$ cat config.mk
export PLATFORM = sky130hd
export DESIGN_NAME = data_gen_ud_flat
export DESIGN_NICKNAME = d
export VERILOG_FILES = /design/src/rtl/data_gen_ud_if.sv /design/src/rtl/data_gen_ud.sv /design/src/flat_wrapper.sv
export SDC_FILE = /design/constraint.sdc
export NUM_CORES = 1
export LEC_CHECK = 0
export ABC_AREA = 1
export CORE_AREA = 2 2 90 92
export CTS_CLUSTER_DIAMETER = 200
export DETAILED_ROUTE_END_ITERATION = 10
export DIE_AREA = 0 0 92 94
export GPL_TIMING_DRIVEN = 0
export PLACE_DENSITY = 0.88
export SLEW_MARGIN = 10
export SYNTH_ARGS = -nofsm -noshare
export SYNTH_HDL_FRONTEND = slang
export SYNTH_SLANG_ARGS = --single-unit
$ cat constraint.sdc
create_clock -name sys_clk -period 3.26 [get_ports sys_clk]
set_input_delay 0.489 -clock sys_clk [delete_from_list [all_inputs] [get_ports sys_clk]]
set_output_delay 0.489 -clock sys_clk [all_outputs]
set_load 0.05 [all_outputs]
$ cat src/rtl/data_gen_ud_if.sv
// Control and display bus of the up/down value generator.
// master: the generator (takes control inputs, drives the seven-segment bus).
// slave:  the controller / display side.
interface data_gen_ud_if #(
  parameter int DATA_W = 20
);
  logic              run;
  logic              dir;
  logic              wrap_mode;
  logic              load;
  logic [DATA_W-1:0] load_data;
  logic              load_sign;
  logic [DATA_W-1:0] data;
  logic [5:0]        point;
  logic              seg_en;
  logic              sign;
  logic              tick;
  logic              at_limit;

  modport master (
    input  run, dir, wrap_mode, load, load_data, load_sign,
    output data, point, seg_en, sign, tick, at_limit
  );

  modport slave (
    output run, dir, wrap_mode, load, load_data, load_sign,
    input  data, point, seg_en, sign, tick, at_limit
  );
endinterface

$ cat src/rtl/data_gen_ud.sv
// data_gen_ud: up/down display value generator for the dynamic seven-segment
// driver. The held value moves by STEP once every CNT_MAX+1 running clocks,
// wrapping or saturating at the range bounds; values are sign-magnitude.
// Optional macro DATA_GEN_BOUNCE_EN: a saturating bound hit reverses the
// effective count direction so the value ping-pongs between the bounds.
module data_gen_ud #(
  parameter int                CNT_W     = 23,
  parameter logic [CNT_W-1:0]  CNT_MAX   = 23'd4_999_999,
  parameter int                DATA_W    = 20,
  parameter logic [DATA_W-1:0] DATA_MAX  = 20'd999_999,
  parameter logic [DATA_W-1:0] STEP      = 20'd1,
  parameter bit                SIGNED_EN = 1'b0,
  parameter logic [5:0]        POINT     = 6'b000_000
) (
  input  logic          sys_clk,
  input  logic          sys_rst_n,
  data_gen_ud_if.master bus
);

  // Two extra bits hold the sign and the +/-2*DATA_MAX transient result.
  localparam int VW = DATA_W + 2;
  typedef logic signed [VW-1:0] val_t;

  localparam val_t UPPER  = val_t'({2'b00, DATA_MAX});
  localparam val_t LOWER  = SIGNED_EN ? -UPPER : '0;
  localparam val_t STEP_S = val_t'({2'b00, STEP});

  function automatic val_t to_val(input logic [DATA_W-1:0] mag, input logic neg);
    val_t v;
    v = val_t'({2'b00, mag});
    return neg ? -v : v;
  endfunction

  function automatic logic [DATA_W-1:0] mag_of(input val_t v);
    val_t a;
    a = v[VW-1] ? -v : v;
    return DATA_W'(a);
  endfunction

  function automatic logic [DATA_W-1:0] clamp_mag(input logic [DATA_W-1:0] m);
    return (m > DATA_MAX) ? DATA_MAX : m;
  endfunction

  // Out-of-range results go to a bound exactly: the opposite one when
  // wrapping, the crossed one when saturating.
  function automatic val_t bound_fit(input val_t raw, input logic wrap);
    if (raw > UPPER) return wrap ? LOWER : UPPER;
    if (raw < LOWER) return wrap ? UPPER : LOWER;
    return raw;
  endfunction

  logic [CNT_W-1:0]  cnt_p0;
  logic              tick_p0;
  logic [DATA_W-1:0] data_p0;
  logic              sign_p0;
  logic              seg_en_p0;

  logic              eff_dir;
  logic              upd;
  val_t              cur;
  val_t              raw;
  val_t              nxt;
  logic [DATA_W-1:0] ld_mag;
  logic              ld_neg;

  assign cur    = to_val(data_p0, sign_p0);
  assign raw    = eff_dir ? (cur - STEP_S) : (cur + STEP_S);
  assign nxt    = bound_fit(raw, bus.wrap_mode);
  assign upd    = tick_p0 && bus.run;
  assign ld_mag = clamp_mag(bus.load_data);
  assign ld_neg = SIGNED_EN && bus.load_sign && (ld_mag != '0);

`ifdef DATA_GEN_BOUNCE_EN
  logic rev;
  logic cross;

  assign cross = (raw > UPPER) || (raw < LOWER);

  // Reversal flag: flips on each saturating bound hit, cleared by load.
  always_ff @(posedge sys_clk or negedge sys_rst_n) begin
    if (!sys_rst_n)                              rev <= 1'b0;
    else if (bus.load)                           rev <= 1'b0;
    else if (upd && !bus.wrap_mode && cross)     rev <= ~rev;
  end

  assign eff_dir = bus.dir ^ rev;
`else
  assign eff_dir = bus.dir;
`endif

  // Prescaler and tick: tick is high while cnt sits at CNT_MAX; load restarts the period.
  always_ff @(posedge sys_clk or negedge sys_rst_n) begin
    if (!sys_rst_n) begin
      cnt_p0  <= '0;
      tick_p0 <= 1'b0;
    end else if (bus.load) begin
      cnt_p0  <= '0;
      tick_p0 <= 1'b0;
    end else begin
      tick_p0 <= bus.run && (cnt_p0 == CNT_MAX - 1'b1);
      if (bus.run) cnt_p0 <= (cnt_p0 == CNT_MAX) ? '0 : cnt_p0 + 1'b1;
    end
  end

  // Held value: load wins over an update; zero always carries a positive sign.
  always_ff @(posedge sys_clk or negedge sys_rst_n) begin
    if (!sys_rst_n) begin
      data_p0 <= '0;
      sign_p0 <= 1'b0;
    end else if (bus.load) begin
      data_p0 <= ld_mag;
      sign_p0 <= ld_neg;
    end else if (upd) begin
      data_p0 <= mag_of(nxt);
      sign_p0 <= nxt[VW-1];
    end
  end

  // Display enable comes up on the first edge after reset release.
  always_ff @(posedge sys_clk or negedge sys_rst_n) begin
    if (!sys_rst_n) seg_en_p0 <= 1'b0;
    else            seg_en_p0 <= 1'b1;
  end

  assign bus.data     = data_p0;
  assign bus.sign     = sign_p0;
  assign bus.tick     = tick_p0;
  assign bus.seg_en   = seg_en_p0;
  assign bus.point    = POINT;
  assign bus.at_limit = (!eff_dir && (cur == UPPER)) || (eff_dir && (cur == LOWER));

endmodule

$ cat src/flat_wrapper.sv
// flat-port wrapper written by rule: the top's interface ports become plain ports
module data_gen_ud_flat 
#(
  parameter int                CNT_W     = 23,
  parameter logic [CNT_W-1:0]  CNT_MAX   = 23'd4_999_999,
  parameter int                DATA_W    = 20,
  parameter logic [DATA_W-1:0] DATA_MAX  = 20'd999_999,
  parameter logic [DATA_W-1:0] STEP      = 20'd1,
  parameter bit                SIGNED_EN = 1'b0,
  parameter logic [5:0]        POINT     = 6'b000_000
)
  (sys_clk, sys_rst_n, bus_run, bus_dir, bus_wrap_mode, bus_load, bus_load_data, bus_load_sign, bus_data, bus_point, bus_seg_en, bus_sign, bus_tick, bus_at_limit);
  data_gen_ud_if #(.DATA_W(DATA_W)) bus_i ();
  input  logic sys_clk;
  input  logic sys_rst_n;
  input wire logic [$bits(bus_i.run)-1:0] bus_run;
  input wire logic [$bits(bus_i.dir)-1:0] bus_dir;
  input wire logic [$bits(bus_i.wrap_mode)-1:0] bus_wrap_mode;
  input wire logic [$bits(bus_i.load)-1:0] bus_load;
  input wire logic [$bits(bus_i.load_data)-1:0] bus_load_data;
  input wire logic [$bits(bus_i.load_sign)-1:0] bus_load_sign;
  output wire logic [$bits(bus_i.data)-1:0] bus_data;
  output wire logic [$bits(bus_i.point)-1:0] bus_point;
  output wire logic [$bits(bus_i.seg_en)-1:0] bus_seg_en;
  output wire logic [$bits(bus_i.sign)-1:0] bus_sign;
  output wire logic [$bits(bus_i.tick)-1:0] bus_tick;
  output wire logic [$bits(bus_i.at_limit)-1:0] bus_at_limit;
  assign bus_i.run = bus_run;
  assign bus_i.dir = bus_dir;
  assign bus_i.wrap_mode = bus_wrap_mode;
  assign bus_i.load = bus_load;
  assign bus_i.load_data = bus_load_data;
  assign bus_i.load_sign = bus_load_sign;
  assign bus_data = bus_i.data;
  assign bus_point = bus_i.point;
  assign bus_seg_en = bus_i.seg_en;
  assign bus_sign = bus_i.sign;
  assign bus_tick = bus_i.tick;
  assign bus_at_limit = bus_i.at_limit;
  data_gen_ud #(.CNT_W(CNT_W), .CNT_MAX(CNT_MAX), .DATA_W(DATA_W), .DATA_MAX(DATA_MAX), .STEP(STEP), .SIGNED_EN(SIGNED_EN), .POINT(POINT)) u_core (.sys_clk(sys_clk), .sys_rst_n(sys_rst_n), .bus(bus_i));
endmodule
==> Word level (Yosys, flattened, before mapping) <==
Cells that the tools add are included.
{ "totals": {"regBits": 46, "input_bits": 27, "output_inout_bits": 30, "elab_cells": 46} }
{ "classes": {"addsub": 5, "n_lt_le_gt_ge": 3, "eq_ne": 3, "n_mux": 21, "reduce_logical": 9} }
{ "op_table": {"columns": ["cell", "n"], "rows": [
  ["$mux 22", 6],
  ["$mux 20", 6],
  ["$mux 23", 3],
  ["$eq 23x23->1 const B", 2],
  ["$add 23x1->23 const B", 1],
  ["$add 22x2->22 const B", 1],
  ["$eq 22x21->1 const B", 1],
  ["$gt 22x21->1 const B", 1],
  ["$logic_not 22->1", 1],
  ["$lt 22x1->1 const B", 1],
  ["$neg 20->22", 1],
  ["$sub 22x2->22 const B", 1],
  ["$gt 20x20->1 const B", 1],
  ["$neg 20->20", 1],
  ["$mux 1", 6],
  ["$logic_and 1x1->1", 4],
  ["$reduce_bool 2->1", 2],
  ["$logic_not 1->1", 1],
  ["$logic_or 1x1->1", 1]
]} }

==> Logic depth before layout (Yosys ltp) <==
Gate-level depths: netlist (run 1).
{ "logic_depth": {"depth_word": 13, "ltp_mapped": 22} }

==> Worst setup path after synthesis (run 1) <==
OpenSTA, ideal clock, no wires.
{ "synth_path": {"path_kind": "flip-flop to flip-flop", "startpoint": "register u_core.data_p0[0], in the netlist u_core.bus.data[0]", "endpoint": "register u_core.data_p0[1], in the netlist u_core.bus.data[1]", "setup_ns": 0.118, "arrival_time_ns": 2.623, "required_ns": 3.142, "path_slack_ns": 0.519, "path_stages_with_launch": 22, "path_cell_list": "dfrtp_1 -> inv_2 -> fa_1 -> inv_1 -> nand3_1 -> nand2_1 -> nand3_1 -> nand3_2 -> nand2_2 -> nand2_1 -> nand2_1 -> nand2_1 -> nand3_1 -> nor2_1 -> nand2_1 -> nand2_2 -> nand2_2 -> buf_6 -> nand2_1 -> nand3_1 -> nand2_1 -> nand2_1"} }
{ "synth_between": {"elab_chain_cells": 13} }
{ "synth_lines": {"columns": ["item", "line_no", "rtl"], "rows": [
  ["start, declared", "data_gen_ud.sv:54", "logic [DATA_W-1:0] data_p0;"],
  ["start signal, assigned", "data_gen_ud.sv:111", "data_p0 <= ld_mag;"],
  ["start signal, assigned", "data_gen_ud.sv:114", "data_p0 <= mag_of(nxt);"],
  ["$neg 20->22", "data_gen_ud.sv:31", "return neg ? -v : v;"],
  ["$mux 22 (*)", "data_gen_ud.sv:31", null],
  ["$add 22x2->22 / $sub 22x2->22 (equally long branches)", "data_gen_ud.sv:67", "assign raw = eff_dir ? (cur - STEP_S) : (cur + STEP_S);"],
  ["$mux 22 (*)", "data_gen_ud.sv:67", null],
  ["$lt 22x1->1", "data_gen_ud.sv:48", "if (raw < LOWER) return wrap ? UPPER : LOWER;"],
  ["$mux 1 (2 in a row)", "data_gen_ud.sv:48", null],
  ["$mux 22", "data_gen_ud.sv:49", "return raw;"],
  ["$mux 22 (*)", "data_gen_ud.sv:48", null],
  ["$neg 20->20", "data_gen_ud.sv:36", "a = v[VW-1] ? -v : v;"],
  ["$mux 20 (*)", "data_gen_ud.sv:36", null],
  ["$mux 20 (*)", "data_gen_ud.sv:113", "end else if (upd) begin"],
  ["$mux 20 (*)", "data_gen_ud.sv:110", "end else if (bus.load) begin"]
]} }
Mark *: on every way between the ends. The rest lies on a longest branch, timed or not. The select of a mux whose other input is x is not followed.
A chain may end at the register's enable or synchronous reset.

==> Worst setup path after layout (run 1) <==
{ "layout_path": {"startpoint": "register u_core.data_p0[0], in the netlist u_core.bus.data[0]", "endpoint": "register u_core.data_p0[17], in the netlist u_core.bus.data[17]"} }
Same word-level chain as after synthesis.

==> results of run 1 <==
## area by class of cell
class                           count  area (um2)
Buffer                             22         138
Clock buffer                        5        68.8
Clock inverter                      3        21.3
Fill cell                         688        2670
Inverter                           96         360
Multi-Input combinational cell    493        2610
Sequential cell                    45        1130
Tap cell                          102         128
Timing Repair Buffer               48         483
## per-layer routing
| layer | global-route usage, % | wire length, um | part of all wire, % | vias to the layer above |
|---|---|---|---|---|
| met5 | 0 | 0 | 0 | - |
| met4 | 9.20 | 283 | 2.5 | 0 |
| met3 | 4.17 | 747 | 6.5 | 25 |
| met2 | 46.4 | 5500 | 48 | 167 |
| met1 | 35.6 | 4970 | 43 | 2020 |
| li1 | - | - | - | 2223 |
## power by group
part	switching [mW]	total [mW]	internal, mW	leakage [nW]
combinational	0.874	1.34	0.462	1.89
clock	0.205	0.357	0.152	0.0445
sequential	0.0899	0.698	0.608	0.584
## how the worst min path moves through the flow
| stage | endpoint | slack [ns] | start |
|---|---|---|---|
| global placement | u_core.cnt_p0[5] | 0.50 | u_core.cnt_p0[5] |
| detailed placement | u_core.bus.data[17] | 0.40 | sys_rst_n |
| CTS | u_core.bus.data[0] | 0.07 | sys_rst_n |
| floorplan | u_core.bus.data[0] | 0.19 | sys_rst_n |
| finish | u_core.bus.data[17] | 0.06 | sys_rst_n |
| global route | u_core.bus.data[17] | 0.07 | sys_rst_n |
## worst register-to-register path: cells and delay by family (launching register included)
family	cells	cell delay (ns)
flops	1	0.51
simple gates	17	1.53
buf+inv	3	0.39
fa+ha+maj	1	0.48
## metrics by stage
step                area, um2  worst slack, ns  std cells
floorplan                4240            0.519        656
global placement         4830           -0.896        805
detailed placement       4850           -0.994        806
CTS                      4940           0.0251        814
global route             4940          0.00973        814
finish                   4940            0.240        814
## synthesized netlist by cell type, types with 6 or more instances
master	number	area share, %
sky130_fd_sc_hd__inv_1	92	8.2
sky130_fd_sc_hd__a31oi_1	6	0.89
sky130_fd_sc_hd__nand2_2	13	1.9
sky130_fd_sc_hd__nor2_1	48	4.3
sky130_fd_sc_hd__nand2_1	197	18
sky130_fd_sc_hd__nor4_1	7	1.0
sky130_fd_sc_hd__nand4_1	17	2.5
sky130_fd_sc_hd__ha_1	22	6.5
sky130_fd_sc_hd__o31ai_1	9	1.6
sky130_fd_sc_hd__dfrtp_1	45	27
sky130_fd_sc_hd__a21oi_1	33	3.9
sky130_fd_sc_hd__nand3_1	40	4.8
sky130_fd_sc_hd__nand3_2	9	2.1
sky130_fd_sc_hd__xor2_1	8	1.7
sky130_fd_sc_hd__buf_4	7	1.2
sky130_fd_sc_hd__clkbuf_1	9	0.80
sky130_fd_sc_hd__nor3_1	14	1.7
sky130_fd_sc_hd__o21ai_0	26	3.1
## logic make-up (layout without fill, tap and decap cells)
group | after synthesis | count (layout) | synth area share, %
compound gates | 89 | 89 | 12.3
xor+xnor | 13 | 13 | 3.15
fa+ha+maj | 23 | 23 | 7.01
buf+inv | 118 | 174 | 11.8
flops | 45 | 45 | 26.7
other cells | 2 | 8 | 0.178
simple gates | 360 | 360 | 38.8
## sequential cells by signal, indices dropped and copies added, names as in the netlist
name,flops
u_core.cnt_p0,23
u_core.bus.data,20
u_core.bus.seg_en,1
u_core.bus.tick,1
==> results.py, run 1 <==
metrics = {
    "logic_synthesis": {
        "synthesis.area_per_instance_um2": 6.48,
        "synth_cell_type_count": 46,
        "syn_area_um2": 4210,
        "proportion_of_register_bits_with_asynchronous_set_or_reset_after_synthesis_pct": 100,
        "synth_sequential_area_ratio_pct": 26.7,
        "synth_enable_flop_cells": 0,
        "synthFlopType": "sky130_fd_sc_hd__dfrtp_1",
        "yosys_register_bits": 45,
        "yosysWarnings": 0,
        "synthCells": 650,
    },
    "sta": {
        "finalMaxSlewViolations": 0,
        "fmax_mhz": 331,
        "worst_slew_margin_rel_pct": 65.5,
        "final-hold-violation-count": 0,
        "rsz0062_at_grt": "no",
        "finClkSkew_ns": 0.00644,
        "setup_total_negative_slack_ns": 0,
        "finalSetupViolations": 0,
        "worst_pin_slew_ns": 0.514,
        "min_period_over_period_pct": 92.6,
        "post-route-min-period_ns": 3.02,
        "holdWs_ns": 0.0602,
    },
    "cts": {
        "htree_levels": 2,
        "clock_path_buffers": 2,
        "cts_tree": "built",
        "clock_insertion_delay_worst_skew_ns": 0.30,
        "post_cts.resized_instances": 4,
        "numClockSinks": 45,
        "cts_setup_buffers": 0,
        "tritoncts.num_buffers": 5,
        "path_clk_slew_ns": 0.09,
        "ctsHoldBuffers": 0,
        "clk_root_buffer_cell": "sky130_fd_sc_hd__clkbuf_8",
    },
    "hold_path": {
        "hold_class": "input pin to async pin",
    },
    "global_routing": {
        "track_usage_pct": 27.3,
        "grt_pass1_vias": 4125,
        "grt_antenna_before_repair": 0,
        "wire_length_of_the_first_global_routing_pass_mm": 19.1,
        "globalRouteOverflowTotal": 0,
        "maximum_number_of_pins_on_one_net_before_global_route_repair": 37,
    },
    "floorplanning": {
        "dieHeight_um": 94,
        "placeable_core_area_um2": 7610,
        "die_area_um2": 8650,
        "die_w_um": 92,
        "fp-row-count": 32,
        "boundaryPins": 57,
        "floorplan.initialDensity_pct": 55.4,
    },
    "run": {
        "maxCapViolCount": 0,
    },
    "finish": {
        "mostFrequentLayoutCell": "sky130_fd_sc_hd__nand2_1",
        "antenna_cells": 0,
        "drive_above_1_share_pct": 8.71,
        "finish.net_count": 761,
        "post-route-util_pct": 64.9,
        "layout.cells.most_common_list": "sky130_fd_sc_hd__nand2_1 (197), sky130_fd_sc_hd__inv_1 (92), sky130_fd_sc_hd__nor2_1 (48)",
        "area.growth.synth_to_final_pct": 17.2,
    },
    "placement": {
        "detailed_place_hpwl_mm": 9.25,
        "gp_weighted_congestion": 0.988,
        "port-buffer-count": 47,
    },
    "setup_path": {
        "timing.critical_path.to_type": "flip-flop",
        "r2r-start": "u_core.bus.data[0]",
        "crit_fanout": 10,
        "worstPathRequired_ns": 3.47,
        "worst_setup_path_startpoint": "u_core.bus.data[0]",
        "path_cells": "inv_2 > fa_1 > inv_1 > nand3_1 > nand2_1 > nand3_1 > nand3_2 > nand2_2 > nand2_1 > nand2_1 > nand2_1 > nand3_1 > nor2_1 > nand2_1 > nand2_2 > nand2_2 > buf_6 > nand2_2 > nand3_2 > nand2_1 > nand2_1",
        "timing.rr.end": "u_core.bus.data[17]",
        "critical-path-max-stage-delay_ns": 0.51,
        "critical_path_arrival_ns": 3.23,
        "critical_path_buf_inv_count": 3,
        "setup_slack_of_the_worst_register_to_register_path_ns": 0.24,
        "timing.critical_path.to": "u_core.bus.data[17]",
        "critPathKind": "flip-flop to flip-flop",
        "crit_family": "simple AND/OR/NAND/NOR gates",
        "crit_cells": 21,
        "cpMaxStageDelayCell": "sky130_fd_sc_hd__dfrtp_1",
        "worst_path_most_repeated_cell": "sky130_fd_sc_hd__nand2_1",
        "worstSetupStartpointType": "flip-flop",
        "ff2ff_path_depth": 21,
    },
    "pwr": {
        "power.static_leakage_nw": 2.52,
        "p_per_area_nw_per_um2": 484,
        "power.total_mw": 2.39,
        "vdd_ir_max_mv": 0.199,
    },
    "route": {
        "drt-total-wl_mm": 11.5,
        "remaining_drc_errors": 0,
        "drtAntennaViolNets": 0,
        "routed_via_density": 5.45,
        "vias": 4435,
        "dr.first_iter.drc_count": 340,
        "average_wire_per_cell_in_the_routed_design_um": 14.1,
        "dr.pass1.iters": 5,
    },
    "outcome": {
        "run_status": "complete, no violations",
    },
}
No activity file was read; power rests on OpenSTA's default activity.
==> run 2, diff against run 1 <==
--- a/config.mk
+++ b/config.mk
@@ -6,12 +6,13 @@
 export NUM_CORES = 1
 export LEC_CHECK = 0
 export ABC_AREA = 1
-export CORE_AREA = 2 2 90 92
+export CORE_AREA = 2 2 89 91
+export CTS_BUF_LIST = sky130_fd_sc_hd__clkbuf_4
 export CTS_CLUSTER_DIAMETER = 200
 export DETAILED_ROUTE_END_ITERATION = 10
-export DIE_AREA = 0 0 92 94
+export DIE_AREA = 0 0 91 93
 export GPL_TIMING_DRIVEN = 0
-export PLACE_DENSITY = 0.88
+export PLACE_DENSITY = 0.9
 export SLEW_MARGIN = 10
 export SYNTH_ARGS = -nofsm -noshare
 export SYNTH_HDL_FRONTEND = slang
==> run 2 against run 1 <==
  * Setup slack improved by 0.022 ns
  * Clock skew grew 0.0069 ns
  * Clock power down 21%
  * Utilization grew 0.36 points
  * Fmax up 0.75%
  * Wire length down 0.90%
  * Hold slack improved by 0.015 ns
  * Non-clock buffer count did not move
  * Clock-buffer cell count up 1
  * Sequential share of layout area is 0.12 points higher
  * Combinational power is essentially flat
  * Register-to-register slack improved by 0.09 ns
  * Largest cell class unchanged
==> results.py, run 2 (synthesis results as in run 1) <==
metrics = {
    "finish": {
        "area.growth.synth_to_final_pct": 16.6,
        "drive_above_1_share_pct": 8.71,
        "biggest_register": "u_core.cnt_p0",
        "number_of_flip_flops_under_the_largest_register_name": 23,
        "mostFrequentLayoutCell": "sky130_fd_sc_hd__nand2_1",
        "layout.cells.most_common_list": "sky130_fd_sc_hd__nand2_1 (197), sky130_fd_sc_hd__inv_1 (92), sky130_fd_sc_hd__nor2_1 (48)",
        "finish.net_count": 761,
        "antenna_cells": 0,
    },
    "setup_path": {
        "worstPathRequired_ns": 3.54,
        "r2r-start": "u_core.bus.data[0]",
        "critPathKind": "input pin to flip-flop",
        "worstSetupStartpointType": "input pin",
        "crit_fanout": 25,
        "worst_setup_path_startpoint": "bus_dir",
        "timing.critical_path.to_type": "flip-flop",
        "critical_path_arrival_ns": 3.27,
    },
    "floorplanning": {
        "boundaryPins": 57,
        "placeable_core_area_um2": 7530,
        "die_w_um": 91,
        "die_area_um2": 8460,
        "dieHeight_um": 93,
        "fp-row-count": 32,
        "floorplan.initialDensity_pct": 56.0,
    },
    "cts": {
        "tritoncts.num_buffers": 5,
        "clk_root_buffer_cell": "sky130_fd_sc_hd__clkbuf_4",
        "clock_insertion_delay_worst_skew_ns": 0.36,
        "htree_levels": 2,
        "ctsHoldBuffers": 0,
        "cts_setup_buffers": 0,
        "path_clk_slew_ns": 0.14,
        "clock_path_buffers": 2,
        "numClockSinks": 45,
        "cts_tree": "built",
    },
    "sta": {
        "rsz0062_at_grt": "no",
        "worst_pin_slew_ns": 0.581,
        "min_period_over_period_pct": 91.9,
        "finalSetupViolations": 0,
        "post-route-min-period_ns": 3.00,
        "worst_slew_margin_rel_pct": 61.3,
        "fmax_mhz": 334,
        "finalMaxSlewViolations": 0,
        "final-hold-violation-count": 0,
        "final.setup.worst_slack_ns": 0.263,
        "finClkSkew_ns": 0.0133,
    },
    "route": {
        "vias": 4451,
        "dr.first_iter.drc_count": 258,
        "drt-total-wl_mm": 11.4,
        "routed_via_density": 5.47,
        "average_wire_per_cell_in_the_routed_design_um": 14.0,
        "dr.pass1.iters": 5,
        "drtAntennaViolNets": 0,
        "remaining_drc_errors": 0,
    },
    "run": {
        "maxCapViolCount": 0,
    },
    "pwr": {
        "power.total_mw": 2.31,
        "power.static_leakage_nw": 2.50,
        "internal_power_mw": 1.16,
        "net-switching-power_mw": 1.15,
        "vdd_ir_max_mv": 0.204,
        "netSwitchingFraction_pct": 49.7,
        "clock_power_share_pct": 12.2,
        "part_of_the_total_power_dissipated_in_combinational_logic_pct": 57.5,
        "power.sequential.fraction_pct": 30.3,
        "p_per_area_nw_per_um2": 471,
    },
    "hold_path": {
        "hold_class": "input pin to async pin",
    },
    "placement": {
        "gp_weighted_congestion": 0.981,
        "detailed_place_hpwl_mm": 9.20,
        "port-buffer-count": 47,
        "dp_worst_setup_slack_ns": -0.898,
    },
    "global_routing": {
        "grt_pass1_vias": 4176,
        "grt_antenna_before_repair": 0,
        "globalRouteOverflowTotal": 0,
        "maximum_number_of_pins_on_one_net_before_global_route_repair": 26,
        "wire_length_of_the_first_global_routing_pass_mm": 18.9,
        "track_usage_pct": 27.2,
    },
    "outcome": {
        "run_status": "complete, no violations",
    },
}
## run 2: cell types whose count changed in the layout (fill, tap and decap cells not counted)
| cell | previous run | this run |
|---|---|---|
| sky130_fd_sc_hd__clkbuf_8 | 6 | 1 |
| sky130_fd_sc_hd__inv_6 | 1 | 0 |
| sky130_fd_sc_hd__buf_16 | 0 | 1 |
| sky130_fd_sc_hd__clkinvlp_4 | 1 | 2 |
| sky130_fd_sc_hd__buf_12 | 1 | 0 |
| sky130_fd_sc_hd__buf_2 | 4 | 5 |
| sky130_fd_sc_hd__clkinv_2 | 1 | 0 |
| sky130_fd_sc_hd__clkbuf_4 | 1 | 6 |
## run 2: metrics by stage
| stage | hold WS (ns) | utilization, % | instances | setup TNS (ns) | cell area (um2) |
|---|---|---|---|---|---|
| finish | 0.0755 | 65.3 | 814 | 0 | 4910 |
| global route | 0.0831 | 65.3 | 814 | 0 | 4910 |
| CTS | 0.0799 | 65.3 | 814 | 0 | 4920 |
| detailed placement | 0.487 | 64.5 | 806 | -16.07 | 4860 |
| global placement | 0.502 | 64.2 | 805 | -15.13 | 4830 |
| floorplan | 0.193 | - | 656 | 0 | 4240 |
## run 2: final timing paths
| kind | end | slack [ns] | depth (start not counted) |
|---|---|---|---|
| min in group sys_clk | u_core.cnt_p0[4] | 0.56 | 1 |
| min | u_core.cnt_p0[18] | 0.08 | 1 |
| min reg2reg | u_core.cnt_p0[4] | 0.56 | 1 |
| max in group asynchronous | u_core.cnt_p0[8] | 2.69 | 2 |
| max | u_core.bus.data[4] | 0.26 | 22 |
| max reg2reg | u_core.bus.data[4] | 0.33 | 21 |
## run 2: critical path, stage by stage
cell                      delay, ns
sky130_fd_sc_hd__buf_2         0.46
sky130_fd_sc_hd__inv_1         0.12
sky130_fd_sc_hd__fa_1          0.42
sky130_fd_sc_hd__inv_1         0.14
sky130_fd_sc_hd__nand3_1       0.08
sky130_fd_sc_hd__nand2_1       0.16
sky130_fd_sc_hd__nand3_1       0.13
sky130_fd_sc_hd__nand3_2       0.12
sky130_fd_sc_hd__nand2_2       0.06
sky130_fd_sc_hd__nand2_1       0.08
sky130_fd_sc_hd__nand2_1       0.05
sky130_fd_sc_hd__nand2_1       0.10
sky130_fd_sc_hd__nand3_1       0.07
sky130_fd_sc_hd__nor2_1        0.10
sky130_fd_sc_hd__nand2_1       0.07
sky130_fd_sc_hd__nand2_2       0.13
sky130_fd_sc_hd__nand2_2       0.09
sky130_fd_sc_hd__buf_6         0.15
sky130_fd_sc_hd__nand2_1       0.06
sky130_fd_sc_hd__nand3_1       0.08
sky130_fd_sc_hd__nand2_1       0.06
sky130_fd_sc_hd__nand2_1       0.05
## run 2: layout make-up
type                    count  area, um2
fillers                   707       2620
clock buffers               6       45.0
flip-flops and latches     45       1130
inverters                  96        360
plain buffers              22        138
well taps                 102        128
clock inverters             2       15.0
repair buffers             48        488
multi-input cells         493       2610
## run 2: what timing repair did
action	in CTS	in global routing
setup endpoints to repair	21	11
pin swaps	0	0
resized for setup	3	2
## run 2: layer usage
| metal | vias up | track usage, % | routed length (um) |
|---|---|---|---|
| met5 | - | 0 | 0 |
| met2 | 146 | 48.6 | 5610 |
| met1 | 2070 | 35.1 | 5030 |
| met3 | 18 | 3.14 | 556 |
| li1 | 2217 | - | - |
| met4 | 0 | 6.94 | 204 |
## run 2: power groups by stage
| stage | combinational (mW) | clock, mW | sequential [mW] |
|---|---|---|---|
| 2_1_floorplan | 0.809 | 0 | 0.845 |
| 3_3_place_gp | 1.28 | 0 | 0.708 |
| 3_5_place_dp | 1.31 | 0 | 0.709 |
| 4_1_cts | 1.31 | 0.285 | 0.698 |
| 5_1_grt | 1.47 | 0.311 | 0.708 |
| 6_report | 1.33 | 0.282 | 0.700 |
==> run 3, diff against run 2 <==
--- a/config.mk
+++ b/config.mk
@@ -13,6 +13,7 @@
 export DIE_AREA = 0 0 91 93
 export GPL_TIMING_DRIVEN = 0
 export PLACE_DENSITY = 0.9
+export SKIP_CTS_REPAIR_TIMING = 1
 export SLEW_MARGIN = 10
 export SYNTH_ARGS = -nofsm -noshare
 export SYNTH_HDL_FRONTEND = slang
==> run 3 against run 2 <==
  * Clock-buffer cell count is the same
  * Clock power is essentially flat
  * Wire length is essentially flat
  * Cell area is the same
  * Setup slack lost 0.047 ns
  * Sequential power is essentially flat
  * Utilization is the same
  * Register-to-register slack is essentially flat
  * First-iteration DRC count is the same
  * Hold slack is essentially flat
  * Final cell count is the same
  * Total power is essentially flat
  * Largest power group unchanged
==> results.py, run 3 (synthesis results as in run 1) <==
metrics = {
    "floorplanning": {
        "die_area_um2": 8460,
        "dieHeight_um": 93,
        "die_w_um": 91,
        "placeable_core_area_um2": 7530,
        "boundaryPins": 57,
        "fp-row-count": 32,
        "floorplan.initialDensity_pct": 56.0,
    },
    "setup_path": {
        "crit_family": "simple AND/OR/NAND/NOR gates",
        "cpMaxStageDelayCell": "sky130_fd_sc_hd__clkbuf_2",
        "timing.critical_path.to_type": "flip-flop",
        "critPathKind": "input pin to flip-flop",
        "critical_path_arrival_ns": 3.32,
        "path_cells": "clkbuf_2 > inv_1 > fa_1 > inv_1 > nand3_1 > nand2_1 > nand3_1 > nand3_2 > nand2_2 > nand2_1 > nand2_1 > nand2_1 > nand3_1 > nor2_1 > nand2_1 > nand2_2 > nand2_2 > buf_6 > nand2_1 > nand3_1 > nand2_1 > nand2_1",
        "worstSetupStartpointType": "input pin",
        "worst_path_most_repeated_cell": "sky130_fd_sc_hd__nand2_1",
        "crit_fanout": 25,
        "worstPathRequired_ns": 3.54,
        "critical_path_buf_inv_count": 4,
        "critical-path-max-stage-delay_ns": 0.50,
    },
    "sta": {
        "holdWs_ns": 0.0754,
        "min_period_over_period_pct": 93.4,
        "rsz0062_at_grt": "no",
        "finClkSkew_ns": 0.0134,
        "setup_total_negative_slack_ns": 0,
        "fmax_mhz": 328,
        "worst_pin_slew_ns": 0.648,
        "final-hold-violation-count": 0,
        "post-route-min-period_ns": 3.04,
        "finalSetupViolations": 0,
        "worst_slew_margin_rel_pct": 56.8,
        "finalMaxSlewViolations": 0,
        "final.setup.worst_slack_ns": 0.215,
    },
    "cts": {
        "htree_levels": 2,
        "clk_root_buffer_cell": "sky130_fd_sc_hd__clkbuf_4",
        "clock_path_buffers": 2,
        "cts_tree": "built",
        "numClockSinks": 45,
        "tritoncts.num_buffers": 5,
        "path_clk_slew_ns": 0.14,
        "clock_insertion_delay_worst_skew_ns": 0.36,
    },
    "route": {
        "routed_via_density": 5.47,
        "average_wire_per_cell_in_the_routed_design_um": 14.0,
        "drt-total-wl_mm": 11.4,
        "drtAntennaViolNets": 0,
        "dr.first_iter.drc_count": 258,
        "dr.pass1.iters": 5,
        "vias": 4455,
        "remaining_drc_errors": 0,
    },
    "finish": {
        "drive_above_1_share_pct": 8.71,
        "post-route-util_pct": 65.3,
        "antenna_cells": 0,
        "design_area_um2": 4910,
        "layoutNonFillerInstCount": 814,
        "biggest_register": "u_core.cnt_p0",
        "number_of_flip_flops_under_the_largest_register_name": 23,
        "mostFrequentLayoutCell": "sky130_fd_sc_hd__nand2_1",
        "layout.cells.most_common_list": "sky130_fd_sc_hd__nand2_1 (197), sky130_fd_sc_hd__inv_1 (92), sky130_fd_sc_hd__nor2_1 (48)",
        "finish.net_count": 761,
        "area.growth.synth_to_final_pct": 16.6,
    },
    "global_routing": {
        "globalRouteOverflowTotal": 0,
        "track_usage_pct": 27.2,
        "wire_length_of_the_first_global_routing_pass_mm": 18.9,
        "grt_pass1_vias": 4176,
        "maximum_number_of_pins_on_one_net_before_global_route_repair": 26,
        "grt_antenna_before_repair": 0,
    },
    "pwr": {
        "netSwitchingFraction_pct": 49.7,
        "internal_power_mw": 1.16,
        "power.sequential.fraction_pct": 30.2,
        "clock_power_share_pct": 12.2,
        "p_per_area_nw_per_um2": 471,
        "vdd_ir_max_mv": 0.204,
        "power.static_leakage_nw": 2.51,
        "power.total_mw": 2.31,
        "part_of_the_total_power_dissipated_in_combinational_logic_pct": 57.5,
        "net-switching-power_mw": 1.15,
    },
    "run": {
        "maxCapViolCount": 0,
    },
    "hold_path": {
        "hold_class": "input pin to async pin",
    },
    "placement": {
        "dp_worst_setup_slack_ns": -0.898,
        "placed_area_um2": 4860,
        "dpl.cell_count": 806,
        "port-buffer-count": 47,
        "gp_weighted_congestion": 0.981,
        "detailed_place_hpwl_mm": 9.20,
    },
    "outcome": {
        "run_status": "complete, no violations",
    },
}
-- run 3: final timing paths --
kind | from | to | slack, ns | cells after the start
worst max-delay path | bus_dir | u_core.bus.data[4] | 0.22 | 22
max in group asynchronous | sys_rst_n | u_core.cnt_p0[8] | 2.69 | 2
worst max register to register | u_core.bus.data[0] | u_core.bus.data[4] | 0.33 | 21
min in group sys_clk | u_core.cnt_p0[4] | u_core.cnt_p0[4] | 0.56 | 1
worst min-delay path | sys_rst_n | u_core.cnt_p0[18] | 0.08 | 1
worst min register to register | u_core.cnt_p0[4] | u_core.cnt_p0[4] | 0.56 | 1
-- run 3: power groups by stage --
stage	clock [mW]	combinational (mW)	sequential, mW
detailed placement	0	1.31	0.709
global placement	0	1.28	0.708
global route	0.311	1.47	0.708
CTS	0.285	1.32	0.698
floorplan	0	0.809	0.845
finish	0.282	1.33	0.699
-- run 3: per-layer routing --
layer / routed length [um] / GRT usage (%) / vias up
met1: 4980 / 35.1 / 2069
met5: 0 / 0 / -
met4: 201 / 6.94 / 0
li1: - / - / 2217
met2: 5610 / 48.6 / 151
met3: 604 / 3.14 / 18
-- run 3: layout make-up --
type	count	area, um2
repair buffers	48	488
clock inverters	2	15.0
well taps	102	128
fillers	707	2620
clock buffers	6	45.0
inverters	96	360
flip-flops and latches	45	1130
plain buffers	22	138
multi-input cells	493	2610
